$ cat config.mk
export PLATFORM = sky130hd
export DESIGN_NAME = imem_loader_flat
export DESIGN_NICKNAME = d
export VERILOG_FILES = /design/src/rtl/imem_loader_pkg.sv /design/src/rtl/imem_loader_if.sv /design/src/rtl/imem_word_assembler.sv /design/src/rtl/imem_loader.sv /design/src/flat_wrapper.sv
export SDC_FILE = /design/constraint.sdc
export NUM_CORES = 1
export LEC_CHECK = 0
export CAP_MARGIN = 20
export CORE_MARGIN = 5
export CORE_UTILIZATION = 55
export DETAILED_ROUTE_END_ITERATION = 10
export PLACE_DENSITY = 0.85
export SLEW_MARGIN = 20
export SYNTH_ARGS = -nofsm -noshare
export SYNTH_HDL_FRONTEND = slang
export SYNTH_SLANG_ARGS = --single-unit
$ cat constraint.sdc
create_clock -name clk -period 5.4 [get_ports clk]
set_clock_uncertainty 0.1 [all_clocks]
set_input_delay 1.08 -clock clk [delete_from_list [all_inputs] [get_ports clk]]
set_output_delay 1.08 -clock clk [all_outputs]
set_load 0.02 [all_outputs]
$ cat src/rtl/imem_loader_pkg.sv
// -----------------------------------------------------------------------------
// imem_loader_pkg
// Shared definitions for the instruction-memory boot loader:
//   - loader FSM state encoding
//   - stream framing constants (header length, bytes per word)
//   - checksum width used when IMEM_LOADER_CHECKSUM_EN is defined
// -----------------------------------------------------------------------------
package imem_loader_pkg;

  typedef enum logic [2:0] {
    HDR_HI = 3'd0,
    HDR_LO = 3'd1,
    DATA   = 3'd2,
    CHK    = 3'd3,
    DONE   = 3'd4,
    RUN    = 3'd5
  } state_t;

  localparam int BYTE_W     = 8;
  localparam int HDR_BYTES  = 2;
  localparam int WORD_BYTES = 4;
  localparam int WORD_W     = WORD_BYTES * BYTE_W;
  localparam int COUNT_W    = HDR_BYTES * BYTE_W;
  localparam int CSUM_W     = 32;

endpackage

$ cat src/rtl/imem_loader_if.sv
// -----------------------------------------------------------------------------
// imem_loader_if
// Byte-stream valid/ready handshake between the serial receiver and the loader.
//   rx_data  : stream byte
//   rx_valid : rx_data valid (driven by the source)
//   rx_ready : loader accepts the byte this cycle
// Modports: master = byte source, slave = loader.
// -----------------------------------------------------------------------------
interface imem_loader_if;
  import imem_loader_pkg::*;

  logic [BYTE_W-1:0] rx_data;
  logic              rx_valid;
  logic              rx_ready;

  modport master (output rx_data, output rx_valid, input rx_ready);
  modport slave  (input rx_data, input rx_valid, output rx_ready);

endinterface

$ cat src/rtl/imem_word_assembler.sv
// -----------------------------------------------------------------------------
// imem_word_assembler
// Big-endian byte-to-word assembler: shifts accepted bytes in MSB first and
// flags the 4th byte of each word.
//   clk, reset  : clock, asynchronous active-high reset
//   clr         : restart at byte 0 (start of a new load)
//   byte_en     : a byte is accepted this cycle
//   byte_in     : accepted byte
//   word_valid  : byte_en on the 4th byte of a word (combinational)
//   word        : completed word, valid with word_valid
// -----------------------------------------------------------------------------
module imem_word_assembler
  import imem_loader_pkg::*;
(
  input  logic              clk,
  input  logic              reset,
  input  logic              clr,
  input  logic              byte_en,
  input  logic [BYTE_W-1:0] byte_in,
  output logic              word_valid,
  output logic [WORD_W-1:0] word
);

  localparam int CW = $clog2(WORD_BYTES);
  localparam int SW = WORD_W - BYTE_W;

  logic [CW-1:0] cnt_q, cnt_d;
  logic [SW-1:0] shift_q, shift_d;

  always_comb begin
    cnt_d   = cnt_q;
    shift_d = shift_q;
    if (clr) begin
      cnt_d   = '0;
      shift_d = '0;
    end else if (byte_en) begin
      // Counter wraps modulo WORD_BYTES, so it is back at 0 for the next word.
      cnt_d   = cnt_q + CW'(1);
      shift_d = {shift_q[SW-BYTE_W-1:0], byte_in};
    end
  end

  always_ff @(posedge clk or posedge reset) begin
    if (reset) begin
      cnt_q   <= '0;
      shift_q <= '0;
    end else begin
      cnt_q   <= cnt_d;
      shift_q <= shift_d;
    end
  end

  assign word_valid = byte_en && (cnt_q == CW'(WORD_BYTES - 1));
  assign word       = {shift_q, byte_in};

endmodule

$ cat src/rtl/imem_loader.sv
// -----------------------------------------------------------------------------
// imem_loader
// Boot/reload controller for the instruction memory. Receives a byte stream
// (2-byte big-endian word count N, then N big-endian 32-bit words), writes the
// words into the instruction memory and holds the CPU while loading. In RUN the
// memory address port is handed back to the PC fetch path.
//
// Ports:
//   clk, reset  : clock, asynchronous active-high reset
//   load_req    : single-cycle reload request, honoured only in RUN
//   rx          : byte-stream handshake (imem_loader_if.slave)
//   cpu_addr    : PC byte address, used as word index in RUN
//   mem_addr    : word index to instruction memory
//   mem_we      : instruction memory write enable
//   mem_wdata   : word to write
//   cpu_hold    : CPU hold, high in every state except RUN
//   load_done   : one-cycle pulse on entry to RUN after a load
//   load_err    : sticky error flag (oversize header / checksum mismatch)
//
// Build option: define IMEM_LOADER_CHECKSUM_EN to require a 4-byte XOR
// checksum trailer after the data words (CHK state).
// -----------------------------------------------------------------------------
module imem_loader
  import imem_loader_pkg::*;
#(
  parameter int MEM_SIZE = 128,
  parameter int AW       = $clog2(MEM_SIZE)
) (
  input  logic              clk,
  input  logic              reset,
  input  logic              load_req,
  imem_loader_if.slave      rx,
  input  logic [31:0]       cpu_addr,
  output logic [AW-1:0]     mem_addr,
  output logic              mem_we,
  output logic [WORD_W-1:0] mem_wdata,
  output logic              cpu_hold,
  output logic              load_done,
  output logic              load_err
);

  state_t               state_q, state_d;
  logic [COUNT_W-1:0]   count_q, count_d;
  // One bit wider than AW so a full MEM_SIZE load can count past the last index.
  logic [AW:0]          widx_q, widx_d;
  logic                 rx_ready_q, rx_ready_d;
  logic                 cpu_hold_q, cpu_hold_d;
  logic                 mem_we_q, mem_we_d;
  logic [WORD_W-1:0]    mem_wdata_q, mem_wdata_d;
  logic                 load_done_q, load_done_d;
  logic                 load_err_q, load_err_d;

  logic                 accept;
  logic                 asm_en;
  logic                 asm_clr;
  logic                 word_valid;
  logic [WORD_W-1:0]    word;
  logic [COUNT_W-1:0]   hdr_n;
  logic                 last_word;
  logic                 unused_cpu_addr;

`ifdef IMEM_LOADER_CHECKSUM_EN
  logic [CSUM_W-1:0]    csum_q, csum_d;
`endif

  assign accept    = rx.rx_valid && rx_ready_q;
  assign asm_en    = accept && ((state_q == DATA) || (state_q == CHK));
  assign asm_clr   = accept && (state_q == HDR_LO);
  assign hdr_n     = {count_q[COUNT_W-1:BYTE_W], rx.rx_data};
  // widx_q still holds this word's index: the previous write's increment has
  // long since landed because a word takes at least 4 cycles to arrive.
  assign last_word = (COUNT_W'(widx_q) == count_q - COUNT_W'(1));

  imem_word_assembler u_asm (
    .clk        (clk),
    .reset      (reset),
    .clr        (asm_clr),
    .byte_en    (asm_en),
    .byte_in    (rx.rx_data),
    .word_valid (word_valid),
    .word       (word)
  );

  always_comb begin
    state_d     = state_q;
    count_d     = count_q;
    widx_d      = widx_q;
    mem_we_d    = 1'b0;
    mem_wdata_d = mem_wdata_q;
    load_done_d = 1'b0;
    load_err_d  = load_err_q;

    // Word index advances at the end of each write cycle.
    if (mem_we_q) widx_d = widx_q + (AW+1)'(1);

    case (state_q)
      HDR_HI: begin
        if (accept) begin
          count_d[COUNT_W-1:BYTE_W] = rx.rx_data;
          state_d                   = HDR_LO;
        end
      end
      HDR_LO: begin
        if (accept) begin
          count_d = hdr_n;
          widx_d  = '0;
          if (hdr_n == '0) begin
`ifdef IMEM_LOADER_CHECKSUM_EN
            state_d = CHK;
`else
            state_d = DONE;
`endif
          end else if (hdr_n > COUNT_W'(MEM_SIZE)) begin
            load_err_d = 1'b1;
            state_d    = HDR_HI;
          end else begin
            state_d = DATA;
          end
        end
      end
      DATA: begin
        if (word_valid) begin
          mem_we_d    = 1'b1;
          mem_wdata_d = word;
          if (last_word) begin
`ifdef IMEM_LOADER_CHECKSUM_EN
            state_d = CHK;
`else
            state_d = DONE;
`endif
          end
        end
      end
`ifdef IMEM_LOADER_CHECKSUM_EN
      CHK: begin
        if (word_valid) begin
          if (word == csum_q) begin
            state_d = DONE;
          end else begin
            load_err_d = 1'b1;
            state_d    = HDR_HI;
          end
        end
      end
`endif
      DONE: begin
        state_d     = RUN;
        load_done_d = 1'b1;
      end
      RUN: begin
        if (load_req) begin
          state_d = HDR_HI;
          widx_d  = '0;
        end
      end
      default: state_d = HDR_HI;
    endcase

    // A load reaching DONE clears any error left from an earlier attempt.
    if (state_d == DONE) load_err_d = 1'b0;

    // Handshake-facing outputs are registered from the next state.
    rx_ready_d = (state_d != DONE) && (state_d != RUN);
    cpu_hold_d = (state_d != RUN);
  end

`ifdef IMEM_LOADER_CHECKSUM_EN
  always_comb begin
    csum_d = csum_q;
    if (asm_clr)                          csum_d = '0;
    else if (word_valid && state_q == DATA) csum_d = csum_q ^ word;
  end
`endif

  always_ff @(posedge clk or posedge reset) begin
    if (reset) begin
      state_q     <= HDR_HI;
      count_q     <= '0;
      widx_q      <= '0;
      rx_ready_q  <= 1'b1;
      cpu_hold_q  <= 1'b1;
      mem_we_q    <= 1'b0;
      mem_wdata_q <= '0;
      load_done_q <= 1'b0;
      load_err_q  <= 1'b0;
`ifdef IMEM_LOADER_CHECKSUM_EN
      csum_q      <= '0;
`endif
    end else begin
      state_q     <= state_d;
      count_q     <= count_d;
      widx_q      <= widx_d;
      rx_ready_q  <= rx_ready_d;
      cpu_hold_q  <= cpu_hold_d;
      mem_we_q    <= mem_we_d;
      mem_wdata_q <= mem_wdata_d;
      load_done_q <= load_done_d;
      load_err_q  <= load_err_d;
`ifdef IMEM_LOADER_CHECKSUM_EN
      csum_q      <= csum_d;
`endif
    end
  end

  // In RUN the PC owns the address port; upper address bits are ignored.
  assign mem_addr    = (state_q == RUN) ? cpu_addr[AW+1:2] : widx_q[AW-1:0];
  assign mem_we      = mem_we_q;
  assign mem_wdata   = mem_wdata_q;
  assign cpu_hold    = cpu_hold_q;
  assign load_done   = load_done_q;
  assign load_err    = load_err_q;
  assign rx.rx_ready = rx_ready_q;

  assign unused_cpu_addr = ^{cpu_addr[31:AW+2], cpu_addr[1:0]};

endmodule

$ cat src/flat_wrapper.sv
// flat-port wrapper written by rule: the top's interface ports become plain ports
module imem_loader_flat import imem_loader_pkg::*;
#(
  parameter int MEM_SIZE = 128,
  parameter int AW       = $clog2(MEM_SIZE)
)
  (clk, reset, load_req, cpu_addr, mem_addr, mem_we, mem_wdata, cpu_hold, load_done, load_err, rx_rx_data, rx_rx_valid, rx_rx_ready);
  imem_loader_if rx_i ();
  input  logic clk;
  input  logic reset;
  input  logic load_req;
  input  logic [31:0] cpu_addr;
  output logic [AW-1:0] mem_addr;
  output logic mem_we;
  output logic [WORD_W-1:0] mem_wdata;
  output logic cpu_hold;
  output logic load_done;
  output logic load_err;
  input wire logic [$bits(rx_i.rx_data)-1:0] rx_rx_data;
  input wire logic [$bits(rx_i.rx_valid)-1:0] rx_rx_valid;
  output wire logic [$bits(rx_i.rx_ready)-1:0] rx_rx_ready;
  assign rx_i.rx_data = rx_rx_data;
  assign rx_i.rx_valid = rx_rx_valid;
  assign rx_rx_ready = rx_i.rx_ready;
  imem_loader #(.MEM_SIZE(MEM_SIZE), .AW(AW)) u_core (.clk(clk), .reset(reset), .load_req(load_req), .rx(rx_i), .cpu_addr(cpu_addr), .mem_addr(mem_addr), .mem_we(mem_we), .mem_wdata(mem_wdata), .cpu_hold(cpu_hold), .load_done(load_done), .load_err(load_err));
endmodule
# --- Yosys cells after proc, flatten, opt, wreduce, memory -nomap -nowiden ---
# Cells that the tools add are included.
word_totals:
  wordCells: 71
  input_bits: 44
  regBits: 90
classes:
  addsub: 3
  bitwise: 1
  mux: 27
  reduce_logical: 16
  magnitude_cmp: 1
  eq_ne: 11
op_table:
  columns: ["operator", "count"]
  rows:
  - ["24-bit 2-to-1 mux", 2]
  - ["8-bit 2-to-1 mux", 4]
  - ["8-bit one-hot mux with 2 select lines", 2]
  - ["3-bit 2-to-1 mux", 6]
  - ["8-bit by 16-bit equality test with 1-bit output", 1]
  - ["16-bit by 8-bit greater-than comparator with 1-bit output, second input constant", 1]
  - ["16-bit logical NOT", 1]
  - ["16-bit by 1-bit subtractor with 16-bit output, second input constant", 1]
  - ["3-bit one-hot mux with 5 select lines", 1]
  - ["3-bit equality test, second input constant", 3]
  - ["8-bit by 1-bit adder with 8-bit output, second input constant", 1]
  - ["1-bit 2-to-1 mux", 8]
  - ["2-bit nonzero test", 4]
  - ["7-bit 2-to-1 mux", 1]
  - ["3-bit by 2-bit equality test with 1-bit output, second input constant", 2]
  - ["2-bit 2-to-1 mux", 3]
  - ["3-bit inequality test, second input constant", 2]
  - ["1-bit logical AND", 5]
  - ["2-bit AND reduction", 2]
  - ["4-bit AND reduction", 1]
  - ["3-bit by 1-bit equality test with 1-bit output, second input constant", 1]
  - ["3-bit logical NOT", 1]
  - ["3-bit AND reduction", 1]
  - ["2-bit by 1-bit adder with 2-bit output, second input constant", 1]
  - ["4 further kinds", 4]

# --- Logic depth before layout (Yosys ltp) ---
depth:
  depth_word: 9
  ltp_mapped: 9

# --- Hierarchy ---
# A second synthesis with hierarchy kept.
hier_totals:
  hier_cells: 348
  hier_area_um2: 4194.0
modules_own_cells:
  columns: ["mod", "instances", "cells_per_inst", "area_per_inst_um2"]
  rows:
  - ["imem_loader", 1, 253, 3035.4]
  - ["imem_word_assembler", 1, 95, 1158.6]

# --- Worst setup path after synthesis ---
# Ideal clock, no wire load.
synth_path:
  path_type: "input to register"
  from: "input port rx_rx_valid"
  to: "register u_core.mem_wdata_q[0], in the netlist u_core.mem_wdata[0]"
  slack_ps: 2585
  setup_ps: 125
  arrival_time_ps: 2591
  required_time_ps: 5175
  path_stages: 6
  path_cell_list: "nand2_1 > nor2_1 > nand2_1 > nor3b_2 > buf_2 > mux2_2"
synth_between:
  elab_chain_len: 4
synth_lines:
  columns: ["element", "line", "source"]
  rows:
  - ["start, declared", "flat_wrapper.sv:20", "input wire logic [$bits(rx_i.rx_valid)-1:0] rx_rx_valid;"]
  - ["1-bit logical AND", "imem_loader.sv:66", "assign accept = rx.rx_valid && rx_ready_q;"]
  - ["1-bit logical AND", "imem_loader.sv:67", "assign asm_en = accept && ((state_q == DATA) || (state_q == CHK));"]
  - ["1-bit logical AND", "imem_word_assembler.sv:53", "assign word_valid = byte_en && (cnt_q == CW'(WORD_BYTES - 1));"]
  - ["2-bit AND reduction (no line)", null, null]
  - ["end signal, assigned", "imem_loader.sv:196", "mem_wdata_q <= mem_wdata_d;"]
  - ["end, declared", "imem_loader.sv:49", "logic [WORD_W-1:0] mem_wdata_q, mem_wdata_d;"]
# No other way between the ends.
# A chain may end at the register's enable or synchronous reset.

# --- Worst setup path after layout ---
layout_path:
  from: "register u_core.state_q[0]"
  to: "output port mem_addr[2]"
layout_between:
  elab_chain_len: 2
layout_lines:
  columns: ["element", "line", "source"]
  rows:
  - ["start, declared", "imem_loader.sv:42", "state_t state_q, state_d;"]
  - ["start signal, assigned", "imem_loader.sv:190", "state_q <= state_d;"]
  - ["3-bit equality test", "imem_loader.sv:206", "assign mem_addr = (state_q == RUN) ? cpu_addr[AW+1:2] : widx_q[AW-1:0];"]
  - ["7-bit 2-to-1 mux", "imem_loader.sv:206", null]
  - ["end, declared", "flat_wrapper.sv:13", "output logic [AW-1:0] mem_addr;"]
# No other way between the ends.

==> summary.txt <==
Status
  • Status: complete, no violations

Timing
  • Max-slew violations: 0
  • RSZ-0062 raised after global routing: no
  • Tcrit/Tclk final: 66.4%
  • Hold Vio Cnt, Final: 0
  • Final setup fails: 0
  • Max-slew headroom: 31.7%
  • Fin Setup TNS: 0 ns
  • Minimum clock period: 3.59 ns
  • Worst Tran Pin Value: 1.02 ns
  • Final worst setup slack: 1.81 ns
  • Fmax: 279 MHz

Setup path
  • Critical Path RT: 4.22 ns
  • Critical Path, Cell by Cell: nor2b_1, nand2_1, mux2_2, clkdlybuf4s50_1
  • Crit-path max cell delay: 0.59 ns
  • CP Launch Type: register
  • Critical path arrival: 2.41 ns
  • Max FO, Critical Path: 8
  • Reg-to-reg slack, setup: 2.69 ns
  • Crit. End Element: output port
  • Worst Setup Path Type: register to output port
  • Crit-path slowest cell: clkdlybuf4s50_1

Final layout
  • Antenna cells: 0
  • Area grow syn2layout: 22.9%
  • Nets@finish: 489
  • Final std cells w/o fill: 546
  • Layout cells sized above 1: 16.8%

Min path
  • Min-Delay Path Class: register to register

Global route
  • Total grt overflow: 0
  • Total global-route track usage: 19.9%
  • Global-route wire length before repair: 14600 um
  • M2 GR Usage: 31.5%
  • Vias in the first global route: 3006
  • GR Util met1: 28.3%
  • Global Route met3 Usage: 2.79%
  • Antenna violations before repair: 0
  • Grt peak-use layer: met2
  • Pin count of the biggest net entering global routing: 56

Clock network
  • Clk_lat worst skew: 0.35 ns
  • Num Clock Sinks: 90
  • Htree depth: 3
  • CTS tree: built
  • Hold_buf cts: 0
  • Cts repair resizes: 0
  • CTS clock-pin slew for the worst setup and hold paths: 0.09 ns
  • CTS max path bufs: 2
  • Post-CTS Setup Inserts: 0
  • Root Driver: clkbuf_8
  • TritonCTS buffer count: 9

Power
  • Sw power: 454 uW
  • Sw Ratio: 30.2%
  • Comb power frac: 15.5%
  • VDD IR max: 172 uV
  • Clock power frac: 32.6%
  • Pwr Density: 297 mW/mm^2
  • P_int: 1.05 mW
  • Leak: 2.25 nW
  • Sequential power share: 51.8%

Route
  • Vias/cell: 5.70
  • Drt pass-1 iters: 4
  • DRT iter0 DRCs: 226
  • Vias: 3111
  • # DRC: 0
  • Antenna Nets Post-Route: 0
  • Final WL: 8670 um
  • Drt wl/cell: 15.9 um

Placed design
  • Gp weighted congestion: 0.909
  • Buffers on Ports: 62
  • Setup WS pre-CTS: 1.90 ns
  • Cells after DPL: 529
  • Final HPWL DP: 6010 um

Logic synthesis
  • Mapped Nets: 428
  • Post-synth cell types: 48
  • Yosys warnings: 0
  • Mapped cell area: 0.00412 mm^2
  • Mapped Avg Cell Area: 10.8 um^2
  • Syn Inst Count: 381
  • Post-synthesis register bit count: 90
  • Sequential share of the synthesized area: 54.8%

Floorplan
  • DIE AREA: 0.00932 mm^2
  • Die Span X: 96.5 um
  • Die height: 96.5 um
  • Io pins: 88
  • Initial core utilization: 56.8%
  • Site row count: 31
  • Core ar.: 0.00725 mm^2

Run
  • Max Cap Viol: 0
cell families after synthesis:
| group | count (synthesis) | synth area share [%] |
|---|---|---|
| simple gates | 145 | 16.8 |
| flops | 90 | 54.8 |
| compound gates | 52 | 7.51 |
| mux | 50 | 13.6 |
| buf+inv | 21 | 2.22 |
| xor+xnor | 20 | 4.25 |
| fa+ha+maj | 3 | 0.912 |
worst paths after layout:
check | startpoint | to | cells after the start
max | u_core.state_q[0] | mem_addr[2] | 4
min | u_core.mem_wdata[15] | u_core.mem_wdata[15] | 1
max in group asynchronous | reset | u_core.count_q[8] | 4
min in group asynchronous | reset | u_core.widx_q[7] | 2
min reg2reg | u_core.mem_wdata[15] | u_core.mem_wdata[15] | 1
max reg2reg | u_core.count_q[0] | u_core.load_err | 8
Yosys cell counts (all sizes together):
cell	instances	area, um^2
nand3b	1	7.51
nor2	19	71.3
nand4	2	12.5
a21boi	1	7.51
nand4b	1	8.76
a31oi	1	6.26
dfrtp	88	2200
or4b	1	10.0
nand2	86	323
a21o	2	15.0
and3	1	6.26
mux2	47	529
nor4b	3	41.3
nor4	8	56.3
o31ai	3	22.5
o41ai	1	8.76
dfstp	2	52.6
nor3	5	25.0
o32a	1	10.0
a22oi	2	15.0
nor3b	3	27.5
a221oi	1	8.76
o211ai	1	7.51
or2	2	12.5
a21oi	29	145
or4	3	30.0
and2	3	18.8
buf	5	31.3
a211oi	2	15.0
nor2b	1	6.26
xnor2	12	105
o21ai	6	30.0
nand3	5	25.0
xor2	8	70.1
a211o	1	8.76
clkbuf	12	45.0
inv	4	15.0
or3b	1	8.76
o221ai	1	8.76
ha	3	37.5
mux2i	3	30.0
flip-flops by register name (all words and copies together), names as in the netlist:
signal and count:
u_core.u_asm.cnt_q 2, u_core.mem_we 1, u_core.cpu_hold 1, u_core.rx.rx_ready 1, u_core.u_asm.shift_q 24, u_core.mem_wdata 32
u_core.count_q 16, u_core.state_q 3, u_core.load_err 1, u_core.widx_q 8, u_core.load_done 1
worst max-delay path: cells and delay by family, from the launching register on:
family / cells / cell delay [ns]
buf+inv: 1 / 0.59
flops: 1 / 0.55
mux: 1 / 0.33
simple gates: 2 / 0.58
power groups by stage:
stage / Clock, mW / Combinational (mW) / Sequential [mW]
after global placement: 0 / 0.217 / 0.786
after global routing: 0.528 / 0.259 / 0.784
after CTS: 0.498 / 0.232 / 0.776
after floorplan: 0 / 0.184 / 0.765
final: 0.490 / 0.233 / 0.778
after detailed placement: 0 / 0.228 / 0.788
metrics by stage:
stage / hold slack (ns) / power, mW / instance area (um^2) / util [%]
after floorplan: 0.368 / 0.950 / 4120 / -
after global placement: 0.370 / 1.00 / 4830 / 66.6
after detailed placement: 0.374 / 1.02 / 4830 / 66.6
after CTS: 0.394 / 1.51 / 5040 / 69.5
after global routing: 0.425 / 1.57 / 5060 / 69.8
final: 0.390 / 1.50 / 5060 / 69.8
placed cells by master (no fill, tap or decap), types with 2 or more instances in the layout:
master           instances
xor2_1                   8
nor2_1                  19
inv_8                    3
dfrtp_1                 88
a211oi_1                 2
inv_1                    3
or2_2                    2
nand3_1                  5
clkbuf_8                 9
mux2i_1                  3
dfstp_2                  2
o31ai_1                  3
and2_1                   3
buf_4                    4
nand4_1                  2
mux2_1                   4
mux2_2                  43
nor4b_1                  2
o21ai_1                  2
nand2_1                 86
nor3_1                   5
clkdlybuf4s50_1         62
a21o_1                   2
nor4_1                   7
a21oi_1                 29
or4_4                    2
o21ai_0                  4
xnor2_1                 12
a22oi_1                  2
ha_1                     3
inv_6                    2
layer usage:
metal,wire length [um],vias to the layer above
met2,4230,95
met1,3880,1556
met4,129,0
met5,0,-
li1,-,1445
met3,426,15
layout make-up:
cell class	instances	area (um^2)
sequential	90	2250
fill	522	2190
multi-input combinational	270	1780
timing repair buffer	67	671
clock buffer	9	124
tap	99	124
clock inverter	7	90.1
inverter	4	16.3
Power figures use the tool's default switching activity.
